## src/rtl/matmul_pkg.sv

```systemverilog
// Shared constants for the matmul APB front-end: register offsets, control
// field layout and the bus-phase state type.
package matmul_pkg;

    // Register offsets within paddr[4:0]
    localparam logic [4:0] OffCtrl   = 5'h00;
    localparam logic [4:0] OffA      = 5'h04;
    localparam logic [4:0] OffB      = 5'h08;
    localparam logic [4:0] OffFlags  = 5'h0C;
    localparam logic [4:0] OffSpBase = 5'h10;

    // Control register field positions
    localparam int unsigned CtrlStartBit = 0;
    localparam int unsigned CtrlModeBit  = 1;
    localparam int unsigned CtrlDestLsb  = 2;
    localparam int unsigned CtrlCLsb     = 4;
    localparam int unsigned CtrlNLsb     = 8;
    localparam int unsigned CtrlKLsb     = 10;
    localparam int unsigned CtrlMLsb     = 12;
    localparam int unsigned CtrlWidth    = 14;

    typedef enum logic [1:0] {
        StIdle,
        StSetup,
        StWait,
        StDone
    } apb_state_e;

    // Bits of the control register that hold state; start and reserved bits read 0
    function automatic logic [CtrlWidth-1:0] ctrl_writable_mask();
        logic [CtrlWidth-1:0] m;
        m = '0;
        m[CtrlModeBit]      = 1'b1;
        m[CtrlDestLsb +: 2] = 2'b11;
        m[CtrlCLsb +: 2]    = 2'b11;
        m[CtrlNLsb +: 2]    = 2'b11;
        m[CtrlKLsb +: 2]    = 2'b11;
        m[CtrlMLsb +: 2]    = 2'b11;
        return m;
    endfunction

endpackage

```

## src/rtl/matmul_strb_reg.sv

```systemverilog
// Bus-width register with per-byte write enables; unstrobed bytes hold.
module matmul_strb_reg
    import matmul_pkg::*;
#(
    parameter int unsigned BUS_WIDTH = 32
) (
    input  logic                   clk,
    input  logic                   rst,
    input  logic                   we,
    input  logic [BUS_WIDTH/8-1:0] strb,
    input  logic [BUS_WIDTH-1:0]   wdata,
    output logic [BUS_WIDTH-1:0]   q
);

    logic [BUS_WIDTH-1:0] q_q, q_d;

    // Merge strobed bytes of the write data into the held value
    always_comb begin
        q_d = q_q;
        if (we) begin
            for (int b = 0; b < BUS_WIDTH / 8; b++) begin
                if (strb[b]) q_d[b*8 +: 8] = wdata[b*8 +: 8];
            end
        end
    end

    // Storage with synchronous reset
    always_ff @(posedge clk) begin
        if (rst) q_q <= '0;
        else     q_q <= q_d;
    end

    assign q = q_q;

endmodule

```

## src/rtl/matmul_apb_slave.sv

```systemverilog
// APB completer for the matmul accelerator: operand banks, control register,
// start pulse generation and scratchpad result reads. Every transfer takes one
// wait state, so pready rises on the second penable cycle.
module matmul_apb_slave
    import matmul_pkg::*;
#(
    parameter int unsigned DATA_WIDTH  = 16,
    parameter int unsigned BUS_WIDTH   = 32,
    parameter int unsigned ADDR_WIDTH  = 16,
    parameter int unsigned MAX_DIM     = BUS_WIDTH / DATA_WIDTH,
    parameter int unsigned SP_NTARGETS = 4
) (
    input  logic                         clk,
    input  logic                         rst,
    input  logic                         psel,
    input  logic                         penable,
    input  logic                         pwrite,
    input  logic [ADDR_WIDTH-1:0]        paddr,
    input  logic [BUS_WIDTH-1:0]         pwdata,
    input  logic [BUS_WIDTH/8-1:0]       pstrb,
    output logic                         pready,
    output logic [BUS_WIDTH-1:0]         prdata,
    output logic                         pslverr,
    output logic                         start,
    output logic [13:0]                  ctrl_cfg,
    output logic [MAX_DIM*BUS_WIDTH-1:0] mat_a,
    output logic [MAX_DIM*BUS_WIDTH-1:0] mat_b,
    input  logic                         core_busy,
    input  logic [BUS_WIDTH-1:0]         core_flags,
    output logic                         sp_rd_en,
    output logic [1:0]                   sp_target,
    output logic [ADDR_WIDTH-6:0]        sp_idx,
    input  logic [BUS_WIDTH-1:0]         sp_rdata
);

    localparam int unsigned          IdxW       = ADDR_WIDTH - 5;
    localparam logic [IdxW-1:0]      AbIdxLimit = IdxW'(MAX_DIM);
    localparam logic [IdxW-1:0]      SpIdxLimit = IdxW'(MAX_DIM * MAX_DIM);
    localparam logic [BUS_WIDTH-1:0] CtrlMask   = BUS_WIDTH'(ctrl_writable_mask());

    // Address decode
    logic [4:0]      offset;
    logic [IdxW-1:0] idx;
    logic            is_ctrl, is_a, is_b, is_flags, is_sp;

    assign offset   = paddr[4:0];
    assign idx      = paddr[ADDR_WIDTH-1:5];
    assign is_ctrl  = (offset == OffCtrl);
    assign is_a     = (offset == OffA);
    assign is_b     = (offset == OffB);
    assign is_flags = (offset == OffFlags);
    assign is_sp    = (offset >= OffSpBase) && (offset[1:0] == 2'b00)
                      && (32'(offset[3:2]) < SP_NTARGETS);

    // Bus phase tracking
    apb_state_e state_q, state_d;
    logic       in_wait, in_done;

    // Per-transfer captures
    logic                 err_q, sp_sel_q, start_q, start_d;
    logic [BUS_WIDTH-1:0] rdata_q;

    // Register banks
    logic [BUS_WIDTH-1:0] ctrl_q;
    logic [BUS_WIDTH-1:0] a_q [MAX_DIM];
    logic [BUS_WIDTH-1:0] b_q [MAX_DIM];
    logic                 commit, ctrl_we;
    logic [MAX_DIM-1:0]   a_we, b_we;

    // Start and reserved bits are never stored, so they read back as 0
    matmul_strb_reg #(
        .BUS_WIDTH (BUS_WIDTH)
    ) u_ctrl_reg (
        .clk   (clk),
        .rst   (rst),
        .we    (ctrl_we),
        .strb  (pstrb),
        .wdata (pwdata & CtrlMask),
        .q     (ctrl_q)
    );

    for (genvar i = 0; i < MAX_DIM; i++) begin : g_bank
        assign a_we[i] = commit && is_a && (idx == IdxW'(i));
        assign b_we[i] = commit && is_b && (idx == IdxW'(i));

        matmul_strb_reg #(
            .BUS_WIDTH (BUS_WIDTH)
        ) u_a_reg (
            .clk   (clk),
            .rst   (rst),
            .we    (a_we[i]),
            .strb  (pstrb),
            .wdata (pwdata),
            .q     (a_q[i])
        );

        matmul_strb_reg #(
            .BUS_WIDTH (BUS_WIDTH)
        ) u_b_reg (
            .clk   (clk),
            .rst   (rst),
            .we    (b_we[i]),
            .strb  (pstrb),
            .wdata (pwdata),
            .q     (b_q[i])
        );

        assign mat_a[i*BUS_WIDTH +: BUS_WIDTH] = a_q[i];
        assign mat_b[i*BUS_WIDTH +: BUS_WIDTH] = b_q[i];
    end

    // Error and read value for the access currently on the bus
    logic                 err_now;
    logic [BUS_WIDTH-1:0] rd_now;

    always_comb begin
        err_now = 1'b1;
        rd_now  = '0;
        if (is_ctrl) begin
            err_now = pwrite && core_busy;
            rd_now  = ctrl_q;
        end else if (is_a || is_b) begin
            err_now = (idx >= AbIdxLimit) || (pwrite && core_busy);
            for (int i = 0; i < MAX_DIM; i++) begin
                if (idx == IdxW'(i)) rd_now = is_a ? a_q[i] : b_q[i];
            end
        end else if (is_flags) begin
            err_now = pwrite;
            rd_now  = core_flags;
        end else if (is_sp) begin
            err_now = pwrite || (idx >= SpIdxLimit);
        end
        if (pwrite || err_now) rd_now = '0;
    end

    // Next phase: state_q holds the previous cycle's phase, state_d is this cycle's
    always_comb begin
        state_d = StIdle;
        case (state_q)
            StIdle, StDone: if (psel && !penable) state_d = StSetup;
            StSetup:        if (psel && penable)  state_d = StWait;
            StWait:         if (psel && penable)  state_d = StDone;
            default:        state_d = StIdle;
        endcase
    end

    assign in_wait = (state_d == StWait);
    assign in_done = (state_d == StDone);
    assign commit  = in_done && pwrite && !err_q;
    assign ctrl_we = commit && is_ctrl;
    assign start_d = ctrl_we && pstrb[0] && pwdata[CtrlStartBit];

    // Phase register; decode results sampled in WAIT and held for DONE
    always_ff @(posedge clk) begin
        if (rst) begin
            state_q  <= StIdle;
            start_q  <= 1'b0;
            err_q    <= 1'b0;
            sp_sel_q <= 1'b0;
            rdata_q  <= '0;
        end else begin
            state_q <= state_d;
            start_q <= start_d;
            if (in_wait) begin
                err_q    <= err_now;
                sp_sel_q <= is_sp;
                rdata_q  <= rd_now;
            end
        end
    end

    assign pready    = in_done;
    assign pslverr   = in_done && err_q;
    assign prdata    = (in_done && !err_q) ? (sp_sel_q ? sp_rdata : rdata_q) : '0;
    assign start     = start_q;
    assign ctrl_cfg  = ctrl_q[CtrlWidth-1:0];
    assign sp_rd_en  = in_wait && !pwrite && is_sp && !err_now;
    assign sp_target = offset[3:2];
    assign sp_idx    = idx;

endmodule
```

## config.mk

```make
export PLATFORM = sky130hd
export DESIGN_NAME = matmul_apb_slave
export DESIGN_NICKNAME = d
export VERILOG_FILES = /design/src/rtl/matmul_pkg.sv /design/src/rtl/matmul_strb_reg.sv /design/src/rtl/matmul_apb_slave.sv
export SDC_FILE = /design/constraint.sdc
export NUM_CORES = 1
export LEC_CHECK = 0
export CAP_MARGIN = 20
export CORE_MARGIN = 3
export CORE_UTILIZATION = 45
export DETAILED_ROUTE_END_ITERATION = 8
export PLACE_DENSITY = 0.81
export SYNTH_ARGS = -nofsm -noshare
export SYNTH_HDL_FRONTEND = slang
export SYNTH_SLANG_ARGS = --single-unit
```

## constraint.sdc

```tcl
create_clock -name clk -period 2.8 [get_ports clk]
set_input_delay 0.42 -clock clk [delete_from_list [all_inputs] [get_ports clk]]
set_output_delay 0.42 -clock clk [all_outputs]
set_load 0.01 [all_outputs]
```

==> flow_metrics.py <==
metrics = {
    "run_status": {
        "outcome": "finished clean",
    },
    "power": {
        "p_seq_share_pct": 46.4,
        "p_sw_uw": 1290,
        "combPwrFrac_pct": 8.5,
        "peakVddDrop_mv": 0.442,
        "internal-power_uw": 4100,
        "cellPowerDensity_nw_per_um2": 413,
        "leakagePower_uw": 0.00507,
        "power_uw": 5390,
        "clkPwrFrac_pct": 45.1,
        "swShare_pct": 23.9,
    },
    "worst_hold_path": {
        "hold_class": "register to register",
        "hold_start": "rdata_q[24]",
    },
    "drt": {
        "routed-via-count": 8695,
        "wirelength_mm": 32.4,
        "drt-pass1-iter-count": 5,
        "antenna_left": 0,
        "vias_per_cell": 5.69,
        "drtIter0Drc": 555,
        "drt-wirelength-per-cell_um": 21.2,
        "drcViolationCount": 0,
    },
    "global_routing": {
        "grt_pass1_vias": 8697,
        "grt_pass1_wl_mm": 48.7,
        "grt_max_degree": 90,
        "antenna_found_initial": 0,
        "gr-total-overflow": 0,
        "track_usage_pct": 30.2,
    },
    "logic_synthesis": {
        "async_flop_share_pct": 0,
        "syn_inst": 962,
        "seq_area_frac_synth_pct": 40.9,
        "synth_cell_types": 50,
        "yosys_warnings": 0,
        "synth_ff_type": "dfxtp_1",
        "synth-seq-cells": 176,
        "syn-cell-area_um2": 8620,
        "synth_edf_count": 0,
        "syn_avg_cell_area_um2": 8.96,
    },
    "sta": {
        "finalSetupViolCount": 0,
        "hold_viol_final": 0,
        "max_freq_mhz": 364,
        "rsz0062_at_grt": "true",
        "drv_slew": 0,
        "clock_skew_ns": 0.00849,
        "worst_pin_slew_ns": 0.970,
        "fin_crit_ns": 2.75,
        "period_share_pct": 98.1,
        "relSlewSlack_pct": 35.3,
    },
    "finish": {
        "area_growth_pct": 51.6,
        "final_nets": 1410,
        "fin_util_pct": 71.1,
        "drive_gt1_share_pct": 12.3,
        "num-fill-cells": 1427,
        "antenna_cells": 0,
        "multi_input_area_um2": 4800,
        "seqCellArea_um2": 3520,
    },
    "place": {
        "io_buffers": 309,
        "place_congestion": 0.913,
        "dp_hpwl_mm": 22.8,
    },
    "clocking": {
        "postCtsSetupBuffers": 0,
        "cts_tree": "yes",
        "cts_buffer_depth": 2,
        "clk_pin_slew_ns": 0.07,
        "clock_latency_ns": 0.43,
        "cts_sinks": 176,
        "cts_root_buffer": "clkbuf_16",
        "ctsHtreeMaxLevel": 4,
        "numCtsBuffers": 17,
    },
    "worst_setup_path": {
        "cp.arrival_ns": 2.33,
        "path_class": "input pin to primary output",
        "critPathLaunchType": "input pin",
        "critPathRequiredTime_ns": 2.38,
        "end_kind": "primary output",
        "crit_start": "paddr[12]",
        "critPathMaxFanout": 3,
        "r2r_start": "state_q[0]",
    },
    "floorplan": {
        "fp.coreArea_um2": 18400,
        "fp.dieH_um": 144,
        "io-pin-count": 313,
        "start_util_pct": 46.9,
        "die-area_um2": 20900,
        "fp-row-count": 49,
        "die_w_um": 144,
    },
    "flow_run": {
        "drv_cap": 0,
    },
}
==> kinds of logic (layout without fill, tap and decap cells) <==
family / after synthesis / in the layout / synth area share [%]
compound gates: 167 / 167 / 13.5
other cells: 1 / 3 / 0.0435
simple gates: 345 / 345 / 18.6
flops: 176 / 176 / 40.9
fa+ha+maj: 2 / 2 / 0.290
buf+inv: 83 / 417 / 4.40
mux: 188 / 188 / 22.3
==> cells in the mapped netlist, drive strengths merged, types with 10 or more instances <==
library cell / number / area, um^2
o32a: 10 / 100
a22oi: 19 / 143
mux2: 20 / 225
nand2: 80 / 300
and2: 12 / 75.1
o21ai: 32 / 160
o22a: 19 / 166
a211o: 11 / 96.3
mux2i: 167 / 1670
clkbuf: 56 / 210
nor3: 13 / 160
nand3: 16 / 80.1
nand2b: 24 / 150
buf: 24 / 158
a32oi: 19 / 166
nor2: 174 / 653
a21oi: 42 / 210
dfxtp: 176 / 3520
==> power groups by stage <==
stage	clock, uW	sequential [uW]	combinational (uW)
after global routing	2540	2500	481
after CTS	2460	2500	451
final	2430	2500	458
after floorplan	0	2560	164
after detailed placement	0	2560	446
after global placement	0	2560	439
==> layout make-up <==
class,count,area share (%)
multi-input cells,705,36.7
clock buffers,19,3.39
flip-flops and latches,176,27.0
inverters,3,0.0862
repair buffers,383,29.5
clock inverters,12,1.14
well taps,229,2.19
==> state kept, by name, indices dropped and copies added, names as in the netlist <==
signal / flops
sp_sel_q: 1
state_q: 2
g_bank.u_b_reg.q: 64
u_ctrl_reg.q: 11
rdata_q: 32
err_q: 1
start: 1
g_bank.u_a_reg.q: 64
==> worst max-delay path, cell delays in order <==
cell and delay, ns:
clkdlybuf4s50_1 0.42, or4_4 0.58, nor3_4 0.23, nand3_2 0.12, a2111oi_2 0.34, buf_2 0.21
==> cell usage in the layout, fill, tap and decap left out, types with 6 or more instances in the layout <==
cell / count
o22a_1: 19
nand3_1: 15
buf_12: 16
a22oi_1: 19
dlymetal6s2s_1: 6
dfxtp_1: 175
and2_1: 12
mux2_2: 20
clkdlybuf4s50_1: 299
a32oi_1: 19
nand2_1: 80
a21oi_1: 41
buf_4: 58
mux2i_1: 167
clkbuf_16: 17
nand2b_1: 23
a211o_1: 11
o32a_1: 10
nor3_4: 9
o21ai_0: 32
nor2_1: 173
==> stage by stage <==
stage	setup WS (ns)	setup TNS, ns	cells	instance area [um^2]	hold slack (ns)
after floorplan	0.229	0	964	8630	0.424
after global placement	-0.483	-13.97	1495	12400	0.450
after detailed placement	-0.624	-14.57	1496	12400	0.452
after CTS	0.00801	0	1527	13000	0.468
after global routing	-0.0140	-0.0140	1527	13100	0.497
final	0.0542	0	1527	13100	0.469
==> per-layer routing <==
| layer | routed length, um | track usage (%) |
|---|---|---|
| met2 | 15500 | 51.5 |
| met1 | 13200 | 37.1 |
| met4 | 717 | 10.1 |
| met5 | 0 | 0 |
| met3 | 2870 | 8.27 |
==> final timing paths <==
check,to,cells after the start,slack (ns)
worst max-delay path,sp_rd_en,6,0.05
worst min-delay path,rdata_q[24],2,0.47
worst max register to register,rdata_q[5],8,0.40
worst min register to register,rdata_q[24],2,0.47
==> repair_timing <==
action,in CTS,in global routing
endpoints found under the setup margin,1,12
hold buffers,0,0
resized for setup,9,10
pin swaps,0,0
(Power assumes the default switching activity.)
